--- src/rtl/message_check_if.sv ---
// rtl/message_check_if.sv - byte stream and match/error status bundle for message_check
// The o_error_count member exists only when MESSAGE_CHECK_ERRCNT_EN is defined.
interface message_check_if;
    logic       i_valid;
    logic [7:0] i_data;
    logic       o_match;
    logic       o_error;
    logic [3:0] o_index;
    logic [7:0] o_match_count;
`ifdef MESSAGE_CHECK_ERRCNT_EN
    logic [7:0] o_error_count;
`endif

    modport master (
        output i_valid, i_data,
        input  o_match, o_error, o_index, o_match_count
`ifdef MESSAGE_CHECK_ERRCNT_EN
        , input o_error_count
`endif
    );

    modport slave (
        input  i_valid, i_data,
        output o_match, o_error, o_index, o_match_count
`ifdef MESSAGE_CHECK_ERRCNT_EN
        , output o_error_count
`endif
    );
endinterface

--- src/rtl/message_check.sv ---
// rtl/message_check.sv - detects the 14-byte message "Hello, world!\0" in a byte stream
// Optional saturating error counter is enabled by MESSAGE_CHECK_ERRCNT_EN.
module message_check #(
    parameter int unsigned TIMEOUT = 1000
) (
    input logic           i_clk,
    input logic           i_reset,
    message_check_if.slave bus
);
    typedef enum logic {HUNT, MATCH} state_t;

    localparam logic [15:0] TIMEOUT_W = 16'(TIMEOUT);
    localparam logic [7:0]  CHAR_H    = 8'h48;
    localparam logic [3:0]  LAST_IDX  = 4'd13;

    state_t      state_q, state_d;
    logic [3:0]  index_q, index_d;
    logic [15:0] idle_q, idle_d;
    logic        match_q, match_d;
    logic        error_q, error_d;
    logic [7:0]  match_count_q, match_count_d;
    logic [15:0] idle_inc;
`ifdef MESSAGE_CHECK_ERRCNT_EN
    logic [7:0]  error_count_q, error_count_d;
`endif

    function automatic logic [7:0] expected_byte(input logic [3:0] idx);
        case (idx)
            4'd0:    expected_byte = 8'h48; // H
            4'd1:    expected_byte = 8'h65; // e
            4'd2:    expected_byte = 8'h6c; // l
            4'd3:    expected_byte = 8'h6c; // l
            4'd4:    expected_byte = 8'h6f; // o
            4'd5:    expected_byte = 8'h2c; // ,
            4'd6:    expected_byte = 8'h20; // space
            4'd7:    expected_byte = 8'h77; // w
            4'd8:    expected_byte = 8'h6f; // o
            4'd9:    expected_byte = 8'h72; // r
            4'd10:   expected_byte = 8'h6c; // l
            4'd11:   expected_byte = 8'h64; // d
            4'd12:   expected_byte = 8'h21; // !
            default: expected_byte = 8'h00;
        endcase
    endfunction

    assign idle_inc = (idle_q == 16'hffff) ? idle_q : idle_q + 16'd1;

    always_comb begin
        state_d       = state_q;
        index_d       = index_q;
        idle_d        = idle_q;
        match_d       = 1'b0;
        error_d       = 1'b0;
        match_count_d = match_count_q;
        case (state_q)
            HUNT: begin
                if (bus.i_valid && bus.i_data == CHAR_H) begin
                    state_d = MATCH;
                    index_d = 4'd1;
                    idle_d  = '0;
                end
            end
            default: begin
                if (bus.i_valid) begin
                    idle_d = '0;
                    if (bus.i_data == expected_byte(index_q)) begin
                        if (index_q == LAST_IDX) begin
                            match_d = 1'b1;
                            state_d = HUNT;
                            index_d = '0;
                            if (match_count_q != 8'hff)
                                match_count_d = match_count_q + 8'd1;
                        end else begin
                            index_d = index_q + 4'd1;
                        end
                    end else begin
                        // A stray "H" may itself start a fresh message.
                        error_d = 1'b1;
                        if (bus.i_data == CHAR_H) begin
                            index_d = 4'd1;
                        end else begin
                            state_d = HUNT;
                            index_d = '0;
                        end
                    end
                end else begin
                    idle_d = idle_inc;
                    if (TIMEOUT_W != 16'd0 && idle_inc >= TIMEOUT_W) begin
                        error_d = 1'b1;
                        state_d = HUNT;
                        index_d = '0;
                    end
                end
            end
        endcase
`ifdef MESSAGE_CHECK_ERRCNT_EN
        error_count_d = error_count_q;
        if (error_d && error_count_q != 8'hff)
            error_count_d = error_count_q + 8'd1;
`endif
    end

    always_ff @(posedge i_clk or posedge i_reset) begin
        if (i_reset) begin
            state_q       <= HUNT;
            index_q       <= '0;
            idle_q        <= '0;
            match_q       <= 1'b0;
            error_q       <= 1'b0;
            match_count_q <= '0;
        end else begin
            state_q       <= state_d;
            index_q       <= index_d;
            idle_q        <= idle_d;
            match_q       <= match_d;
            error_q       <= error_d;
            match_count_q <= match_count_d;
        end
    end

`ifdef MESSAGE_CHECK_ERRCNT_EN
    always_ff @(posedge i_clk or posedge i_reset) begin
        if (i_reset)
            error_count_q <= '0;
        else
            error_count_q <= error_count_d;
    end
    assign bus.o_error_count = error_count_q;
`endif

    assign bus.o_match       = match_q;
    assign bus.o_error       = error_q;
    assign bus.o_index       = index_q;
    assign bus.o_match_count = match_count_q;
endmodule

--- src/flat_wrapper.sv ---
// flat-port wrapper written by rule: the top's interface ports become plain ports
module message_check_flat 
#(
    parameter int unsigned TIMEOUT = 1000
)
  (i_clk, i_reset, bus_i_valid, bus_i_data, bus_o_match, bus_o_error, bus_o_index, bus_o_match_count);
  message_check_if bus_i ();
  input logic i_clk;
  input logic i_reset;
  input wire logic [$bits(bus_i.i_valid)-1:0] bus_i_valid;
  input wire logic [$bits(bus_i.i_data)-1:0] bus_i_data;
  output wire logic [$bits(bus_i.o_match)-1:0] bus_o_match;
  output wire logic [$bits(bus_i.o_error)-1:0] bus_o_error;
  output wire logic [$bits(bus_i.o_index)-1:0] bus_o_index;
  output wire logic [$bits(bus_i.o_match_count)-1:0] bus_o_match_count;
  assign bus_i.i_valid = bus_i_valid;
  assign bus_i.i_data = bus_i_data;
  assign bus_o_match = bus_i.o_match;
  assign bus_o_error = bus_i.o_error;
  assign bus_o_index = bus_i.o_index;
  assign bus_o_match_count = bus_i.o_match_count;
  message_check #(.TIMEOUT(TIMEOUT)) u_core (.i_clk(i_clk), .i_reset(i_reset), .bus(bus_i));
endmodule
--- config.mk ---
export PLATFORM = sky130hd
export DESIGN_NAME = message_check_flat
export DESIGN_NICKNAME = d
export VERILOG_FILES = /design/src/rtl/message_check_if.sv /design/src/rtl/message_check.sv /design/src/flat_wrapper.sv
export SDC_FILE = /design/constraint.sdc
export NUM_CORES = 1
export LEC_CHECK = 0
export BUFFER_PORTS_ARGS = -buffer_cell sky130_fd_sc_hd__clkbuf_2
export CAP_MARGIN = 20
export CORE_ASPECT_RATIO = 0.9
export CORE_UTILIZATION = 45
export CTS_BUF_LIST = sky130_fd_sc_hd__clkbuf_2 sky130_fd_sc_hd__clkbuf_4 sky130_fd_sc_hd__clkbuf_8
export DETAILED_ROUTE_END_ITERATION = 12
export GPL_ROUTABILITY_DRIVEN = 0
export PLACE_DENSITY = 0.74
export REMOVE_ABC_BUFFERS = 1
export SETUP_SLACK_MARGIN = 0.4
export SLEW_MARGIN = 5
export SYNTH_ARGS = -nofsm -noshare
export SYNTH_HDL_FRONTEND = slang
export SYNTH_SLANG_ARGS = --single-unit
--- constraint.sdc ---
create_clock -name i_clk -period 2.9 [get_ports i_clk]
set_clock_uncertainty 0.2 [all_clocks]
set_input_delay 0.145 -clock i_clk [delete_from_list [all_inputs] [get_ports i_clk]]
set_output_delay 0.145 -clock i_clk [all_outputs]
set_load 0.005 [all_outputs]
==> results.json, run 1 <==
{
  "grt_pass1_vias": 1875,
  "clkTransAtPathRegs_ns": 0.07,
  "worst_slew_pin_slew_ns": 0.720,
  "reg2regPathDepth": 9,
  "reg2reg_slack_ns": 0.09,
  "seq_area_frac_synth_pct": 35.1,
  "fp.dieArea_mm2": 0.00519,
  "synthFlopType": "dfrtp_1",
  "drive_gt1_share_pct": 32.8,
  "core.rowCount": 23,
  "clkSinkCount": 31,
  "multi_input_area_mm2": 0.00155,
  "grtUsageTotal_pct": 23.3,
  "critPathCapture": "u_core.bus.o_index[2]$_DFFE_PP0P_",
  "slew_headroom_pct": 51.8,
  "avgSynthCellArea_um2": 8.67,
  "dpl.hpwl_um": 3790,
  "cts_max_level": 2,
  "max_clock_freq_mhz": 356,
  "path_cells": "buf_4 -> ha_4 -> nor3b_2 -> o32ai_2 -> xor2_1 -> or4_4 -> a21oi_4 -> nand3_4 -> o32ai_4",
  "synth-compound-area-share_pct": 22.3,
  "nets": 320,
  "area_growth_pct": 30.9,
  "grt_pass1_wl_um": 8980,
  "fp.dieW_um": 75.9,
  "synth_edf_count": 0,
  "yosysWarnings": 0,
  "worst_setup_path_end_kind": "flip-flop",
  "ios": 25,
  "via_count": 2122,
  "setup_tns_ns": 0,
  "start_util_pct": 48.3,
  "port-buffer-count": 24,
  "async_reset_ff_share_pct": 100,
  "power_mw": 1.07,
  "max-clock-path-buffers": 2,
  "critPathMaxStageDelay_ns": 0.57,
  "crit_family": "simple AND/OR/NAND/NOR gates",
  "detail_route.first_pass.iterations": 4,
  "power.density_mw_per_mm2": 371,
  "synth_top_area_share_pct": 35.1,
  "fin_area_mm2": 0.00289,
  "p_leak_nw": 1.28,
  "diodes": 0,
  "cp_max_fo": 4,
  "synth_area_leaders": "dfrtp_1 35%, ha_1 4.5%, o21ai_0 4.3%",
  "synth-simple-area-share_pct": 26.3,
  "hold_path_class": "in -> reg",
  "path_depth": 9,
  "rsz0062_at_grt": "true",
  "root_buffer": "clkbuf_8",
  "die_y_um": 68.5,
  "drt-wirelength-per-cell_um": 15.5,
  "period_share_pct": 97.0,
  "peakVddDrop_mv": 0.243,
  "syn_inst": 255,
  "cts_tree": "yes",
  "synth-xor-area-share_pct": 5.15,
  "arrival_ns": 2.79,
  "report.final.setup_viol": 0,
  "antenna_found_initial": 0,
  "rr_startpoint": "u_core.bus.o_index[1]$_DFFE_PP0P_",
  "grt_max_degree": 32,
  "synth_top_family_by_area": "simple AND/OR/NAND/NOR gates",
  "nFillCells": 359,
  "cp.required_ns": 2.88,
  "cp-start-kind": "flip-flop",
  "synth_cell_type_count": 54,
  "place_area_mm2": 0.00252,
  "vias_per_cell": 5.83,
  "path_buf_inv": 1,
  "route.detailed.drc": 0,
  "post_synth_instance_area_mm2": 0.00221,
  "cp_slowest_cell": "or4_4",
  "core_area_mm2": 0.00458,
  "yosysTopAreaCell": "dfrtp_1",
  "clkLatencyLatePin_ns": 0.28,
  "r2r_end": "u_core.bus.o_index[2]$_DFFE_PP0P_",
  "drt_iter0_markers": 188,
  "grt_overflow": 0,
  "synthAdderAreaFrac_pct": 4.53,
  "period_needed_ns": 2.81,
  "cts_made_buffers": 5,
  "dp_cells": 351,
  "run_status": "finished clean",
  "instances_no_fill": 364,
  "startpoint": "u_core.bus.o_index[1]$_DFFE_PP0P_",
  "crit_type": "reg -> reg",
  "finalWirelength_um": 5640,
  "max_cap_violations": 0,
  "hold_viol_final": 0,
  "drtAntennaViolNets": 0,
  "ys_ff_latch": 31,
  "muxShareOfSynthArea_pct": 2.60,
  "final_max_slew_viol_count": 0,
  "seqCellArea_um2": 779
}
## timing repair
action	4_1_cts	5_1_grt
setup buffers	2	2
gates resized for setup	13	33
hold endpoints to repair	31	0
hold buffers	1	0
setup endpoints to repair	15	15
pin swaps	6	12
## flip-flops by register name, indices dropped and copies added (netlist names)
register,cells
u_core.idle_q,16
u_core.bus.o_match_count,8
u_core.bus.o_index,4
u_core.bus.o_error,1
u_core.bus.o_match,1
u_core.state_q,1
## routing by layer
layer	up-vias	part of all wire, %	global-route usage (%)
met5	-	0	0
met4	0	1.3	6.48
met3	7	6.4	5.45
met2	66	44	35.0
met1	1000	48	33.3
li1	1049	-	-
## Yosys cell counts (6+ instances only)
master / number
dfrtp_1: 31
xnor2_1: 8
nand4_1: 8
inv_1: 8
o21ai_0: 19
and3_1: 12
nor2_1: 18
a21oi_1: 17
nand2b_1: 7
a31oi_1: 7
nand2_1: 11
ha_1: 8
clkbuf_1: 8
nor3_1: 6
nand3_1: 15
## area by class of cell
cell class | instances | area share (%)
multi-input cells | 203 | 53.7
clock buffers | 8 | 3.59
well taps | 62 | 2.68
repair buffers | 52 | 11.9
flip-flops and latches | 31 | 26.9
inverters | 8 | 1.21
## worst reg2reg max path: stages, from the launching register on
cell and delay [ns]:
dfrtp_2 0.46, buf_4 0.18, ha_4 0.16, nor3b_2 0.17, o32ai_2 0.11, xor2_1 0.17, or4_4 0.57, a21oi_4 0.26
nand3_4 0.14, o32ai_4 0.31
## per-stage QoR
step,hold WS (ns),setup WS [ns],util (%)
after CTS,0.0313,0.109,59.2
final,0.0618,0.0877,63.2
after global placement,0.0299,0.0558,55.1
after floorplan,0.0306,0.0320,-
after detailed placement,0.0326,0.00483,55.1
after global routing,0.0908,-0.0141,63.2
## logic make-up (layout without fill, tap and decap cells)
group,after synthesis,in the layout
buffers and inverters,21,68
adders and majority gates,8,8
and+or+nand+nor,103,103
DFF,31,31
xor gates and xnor gates,13,13
muxes,5,5
AOI/OAI and AO/OA,74,74
## where the power goes
group	switching (mW)	total, mW	internal, mW
clock network	0.162	0.388	0.226
registers	0.0186	0.459	0.441
logic	0.117	0.225	0.108
total	0.298	1.07	0.775
## cell usage in the layout (no fill, tap or decap), types with 7 or more instances in the layout
cell and instances:
dfrtp_1 28, clkbuf_2 24, buf_4 24, o21ai_0 18
nor2_1 17, a21oi_1 16, and3_1 12, nand2_1 11
nand3_1 11, nand4_1 8, xnor2_1 8, nand2b_1 7
a31oi_1 7, clkbuf_8 7
## worst min path at each step
| stage | start | end | slack, ns | cells past startpoint |
|---|---|---|---|---|
| 3_5_place_dp | i_reset | u_core.bus.o_match_count[5]$_DFFE_PP0P_ | 0.03 | 3 |
| 3_3_place_gp | i_reset | u_core.idle_q[1]$_DFFE_PP0P_ | 0.03 | 3 |
| 5_1_grt | bus_i_valid | u_core.bus.o_error$_DFF_PP0_ | 0.09 | 2 |
| 2_1_floorplan | bus_i_valid | u_core.bus.o_error$_DFF_PP0_ | 0.03 | 1 |
| 6_report | bus_i_valid | u_core.bus.o_error$_DFF_PP0_ | 0.06 | 2 |
| 4_1_cts | bus_i_valid | u_core.bus.o_error$_DFF_PP0_ | 0.03 | 2 |
No activity file was read; power rests on OpenSTA's default activity.
==> run 2, diff against run 1 <==
Settings changed: ABC_AREA from default to 1.
==> run 2 against run 1 <==
  * Worst setup slack improved by 0.54 ns
  * First-iteration DRC count decreased by 44%
  * Power decreased by 16%
  * Global-route usage decreased by 3.6 points
  * Core utilization decreased by 9.9 points
  * Combinational power decreased by 49%
  * Synthesized area increased by 13%
  * Maximum frequency increased by 24%
  * Hold slack got worse by 0.048 ns
  * Via count increased by 11%
  * Synthesized cell count increased by 44%
  * Largest cell class unchanged
  * Highest routed layer unchanged
==> results.json, run 2 <==
{
  "worst_slew_pin_slew_ns": 0.602,
  "wl_met2_um": 2250,
  "cts_tree": "yes",
  "max_clock_freq_mhz": 440,
  "post-place-ws_ns": 0.551,
  "synth_cell_type_count": 32,
  "via_count": 2366,
  "period_needed_ns": 2.27,
  "power.density_mw_per_mm2": 318,
  "grt_max_degree": 32,
  "clkTransAtPathRegs_ns": 0.07,
  "worst_setup_path_end_kind": "flip-flop",
  "fp.dieW_um": 80.5,
  "timing.final.ws_setup_ns": 0.626,
  "cp.required_ns": 2.87,
  "diodes": 0,
  "area_growth_pct": 12.9,
  "avgSynthCellArea_um2": 6.78,
  "ios": 25,
  "max-clock-path-buffers": 2,
  "rsz0062_at_grt": "false",
  "dp_cells": 456,
  "p_leak_nw": 1.42,
  "fin_area_mm2": 0.00282,
  "period_share_pct": 78.4,
  "finalWirelength_um": 5310,
  "grt_overflow": 0,
  "async_reset_ff_share_pct": 100,
  "drtAntennaViolNets": 0,
  "clkLatencyLatePin_ns": 0.28,
  "hold_viol_final": 0,
  "largest_reg_flops": 16,
  "max_cap_violations": 0,
  "cp_max_fo": 7,
  "power_mw": 0.897,
  "fp.dieArea_mm2": 0.00585,
  "hold_path_class": "in -> reg",
  "top_layer_used": "met4",
  "core_area_mm2": 0.00529,
  "route.detailed.drc": 0,
  "nFillCells": 503,
  "synth_edf_count": 0,
  "seq_area_frac_synth_pct": 31.1,
  "dpl.hpwl_um": 4180,
  "syn_inst": 368,
  "port-buffer-count": 24,
  "nets": 420,
  "ys_ff_latch": 31,
  "peakVddDrop_mv": 0.193,
  "crit_type": "reg -> reg",
  "multi_input_area_mm2": 0.00149,
  "regMostFlops": "u_core.idle_q",
  "antenna_found_initial": 0,
  "yosysTopAreaCell": "dfrtp_1",
  "root_buffer": "clkbuf_8",
  "run_status": "finished clean",
  "grt_pass1_wl_um": 9010,
  "drt-wirelength-per-cell_um": 11.4,
  "grt_pass1_vias": 2017,
  "wl_met1_um": 2810,
  "yosysWarnings": 0,
  "cts_max_level": 2,
  "report.final.setup_viol": 0,
  "clkSinkCount": 31,
  "grtUsageTotal_pct": 19.7,
  "core.rowCount": 25,
  "layout_common_cells": "113 x nand2_1, 48 x inv_1, 33 x nand3_1, 29 x dfrtp_1, 27 x nor2_1",
  "synth_common_cells": "113 x nand2_1, 48 x inv_1, 34 x nand3_1",
  "drt_iter0_markers": 105,
  "final_max_slew_viol_count": 0,
  "cts_made_buffers": 5,
  "die_y_um": 72.7,
  "instances_no_fill": 468,
  "post_synth_instance_area_mm2": 0.00250,
  "setup_tns_ns": 0,
  "met3_length_um": 200,
  "detail_route.first_pass.iterations": 5,
  "yosysMostFrequentCell": "nand2_1",
  "seqCellArea_um2": 778,
  "synth_top_area_share_pct": 31.1,
  "layout_commonest_cell": "nand2_1",
  "start_util_pct": 47.2,
  "place_area_mm2": 0.00268,
  "synthFlopType": "dfrtp_1",
  "synth_area_leaders": "dfrtp_1 31%, nand2_1 17%, inv_1 7.2%",
  "arrival_ns": 2.24,
  "slew_headroom_pct": 59.5,
  "vias_per_cell": 5.06,
  "cp-start-kind": "flip-flop",
  "drive_gt1_share_pct": 18.5
}
-- run 2: changes by cell type after synthesis, sizes merged, moves of 6 or more --
| cell | previous run | this run |
|---|---|---|
| a21oi | 18 | 5 |
| a31oi | 7 | 0 |
| and3 | 12 | 0 |
| inv | 8 | 51 |
| nand2 | 12 | 119 |
| nand2b | 7 | 0 |
| nand3 | 15 | 40 |
| nand4 | 8 | 16 |
| nor2 | 18 | 40 |
| o21ai | 20 | 27 |
| xnor2 | 8 | 2 |
-- run 2: area by class of cell --
| cell class | instances | share of cell area, % |
|---|---|---|
| Multi-Input combinational cell | 280 | 52.8 |
| Inverter | 51 | 6.97 |
| Clock inverter | 1 | 0.178 |
| Clock buffer | 6 | 2.93 |
| Tap cell | 67 | 2.98 |
| Timing Repair Buffer | 32 | 6.57 |
| Sequential cell | 31 | 27.6 |
-- run 2: path summary, 6_finish.rpt --
kind	start	to	slack (ns)	cells past startpoint
max	u_core.bus.o_index[1]$_DFFE_PP0P_	u_core.bus.o_match_count[6]$_DFFE_PP0P_	0.63	14
max in group asynchronous	i_reset	u_core.bus.o_index[0]$_DFFE_PP0P_	1.92	4
min reg2reg	u_core.bus.o_match_count[4]$_DFFE_PP0P_	u_core.bus.o_match_count[4]$_DFFE_PP0P_	0.33	1
min in group asynchronous	i_reset	u_core.idle_q[1]$_DFFE_PP0P_	0.26	4
min	bus_i_data[2]	u_core.bus.o_match$_DFF_PP0_	0.01	4
max reg2reg	u_core.bus.o_index[1]$_DFFE_PP0P_	u_core.bus.o_match_count[6]$_DFFE_PP0P_	0.63	14
-- run 2: logic make-up (layout without fill, tap and decap cells) --
family,Yosys count,count (layout),share of synthesized area (%)
AO/OA/AOI/OAI,34,34,7.22
AND/OR/NAND/NOR,228,228,44.5
adder cells (fa/ha/maj),8,8,4.01
XOR/XNOR,10,10,3.51
flip-flops,31,31,31.1
buffers and inverters,57,90,9.67
-- run 2: what timing repair did --
action                                  4_1_cts  5_1_grt
endpoints found under the hold margin        32        0
hold buffers                                  2        0
setup buffers                                 0        3
resized for setup                             0        4
endpoints found under the setup margin        0       10
-- run 2: metal layers --
metal	global-route usage, %	up-vias
li1	-	1253
met1	30.2	1065
met2	28.6	41
met3	3.75	7
met4	4.17	0
met5	0	-
-- run 2: critical path, cell delays in order (launching register included) --
cell,delay [ns]
dfrtp_2,0.45
inv_1,0.13
ha_1,0.26
inv_1,0.06
nand2_1,0.05
nand2_1,0.09
nand2_1,0.05
nand2_1,0.05
nand2_1,0.06
nor2_1,0.16
nand2_1,0.11
nor2_4,0.16
nand3_4,0.11
o21ai_1,0.13
nand2_1,0.06
-- run 2: power by group --
group,internal (mW),switching [mW],leakage [nW],total [mW]
Sequential,0.438,0.00639,0.410,0.445
Combinational,0.0440,0.0696,0.960,0.114
Clock,0.186,0.153,0.0470,0.339
-- run 2: metrics by stage --
step                      hold slack [ns]  utilization (%)
final                              0.0134             53.3
after global routing               0.0168             53.3
after CTS                         0.00518             52.7
after detailed placement           0.0240             50.7
after global placement             0.0249             50.7
after floorplan                    0.0485                -
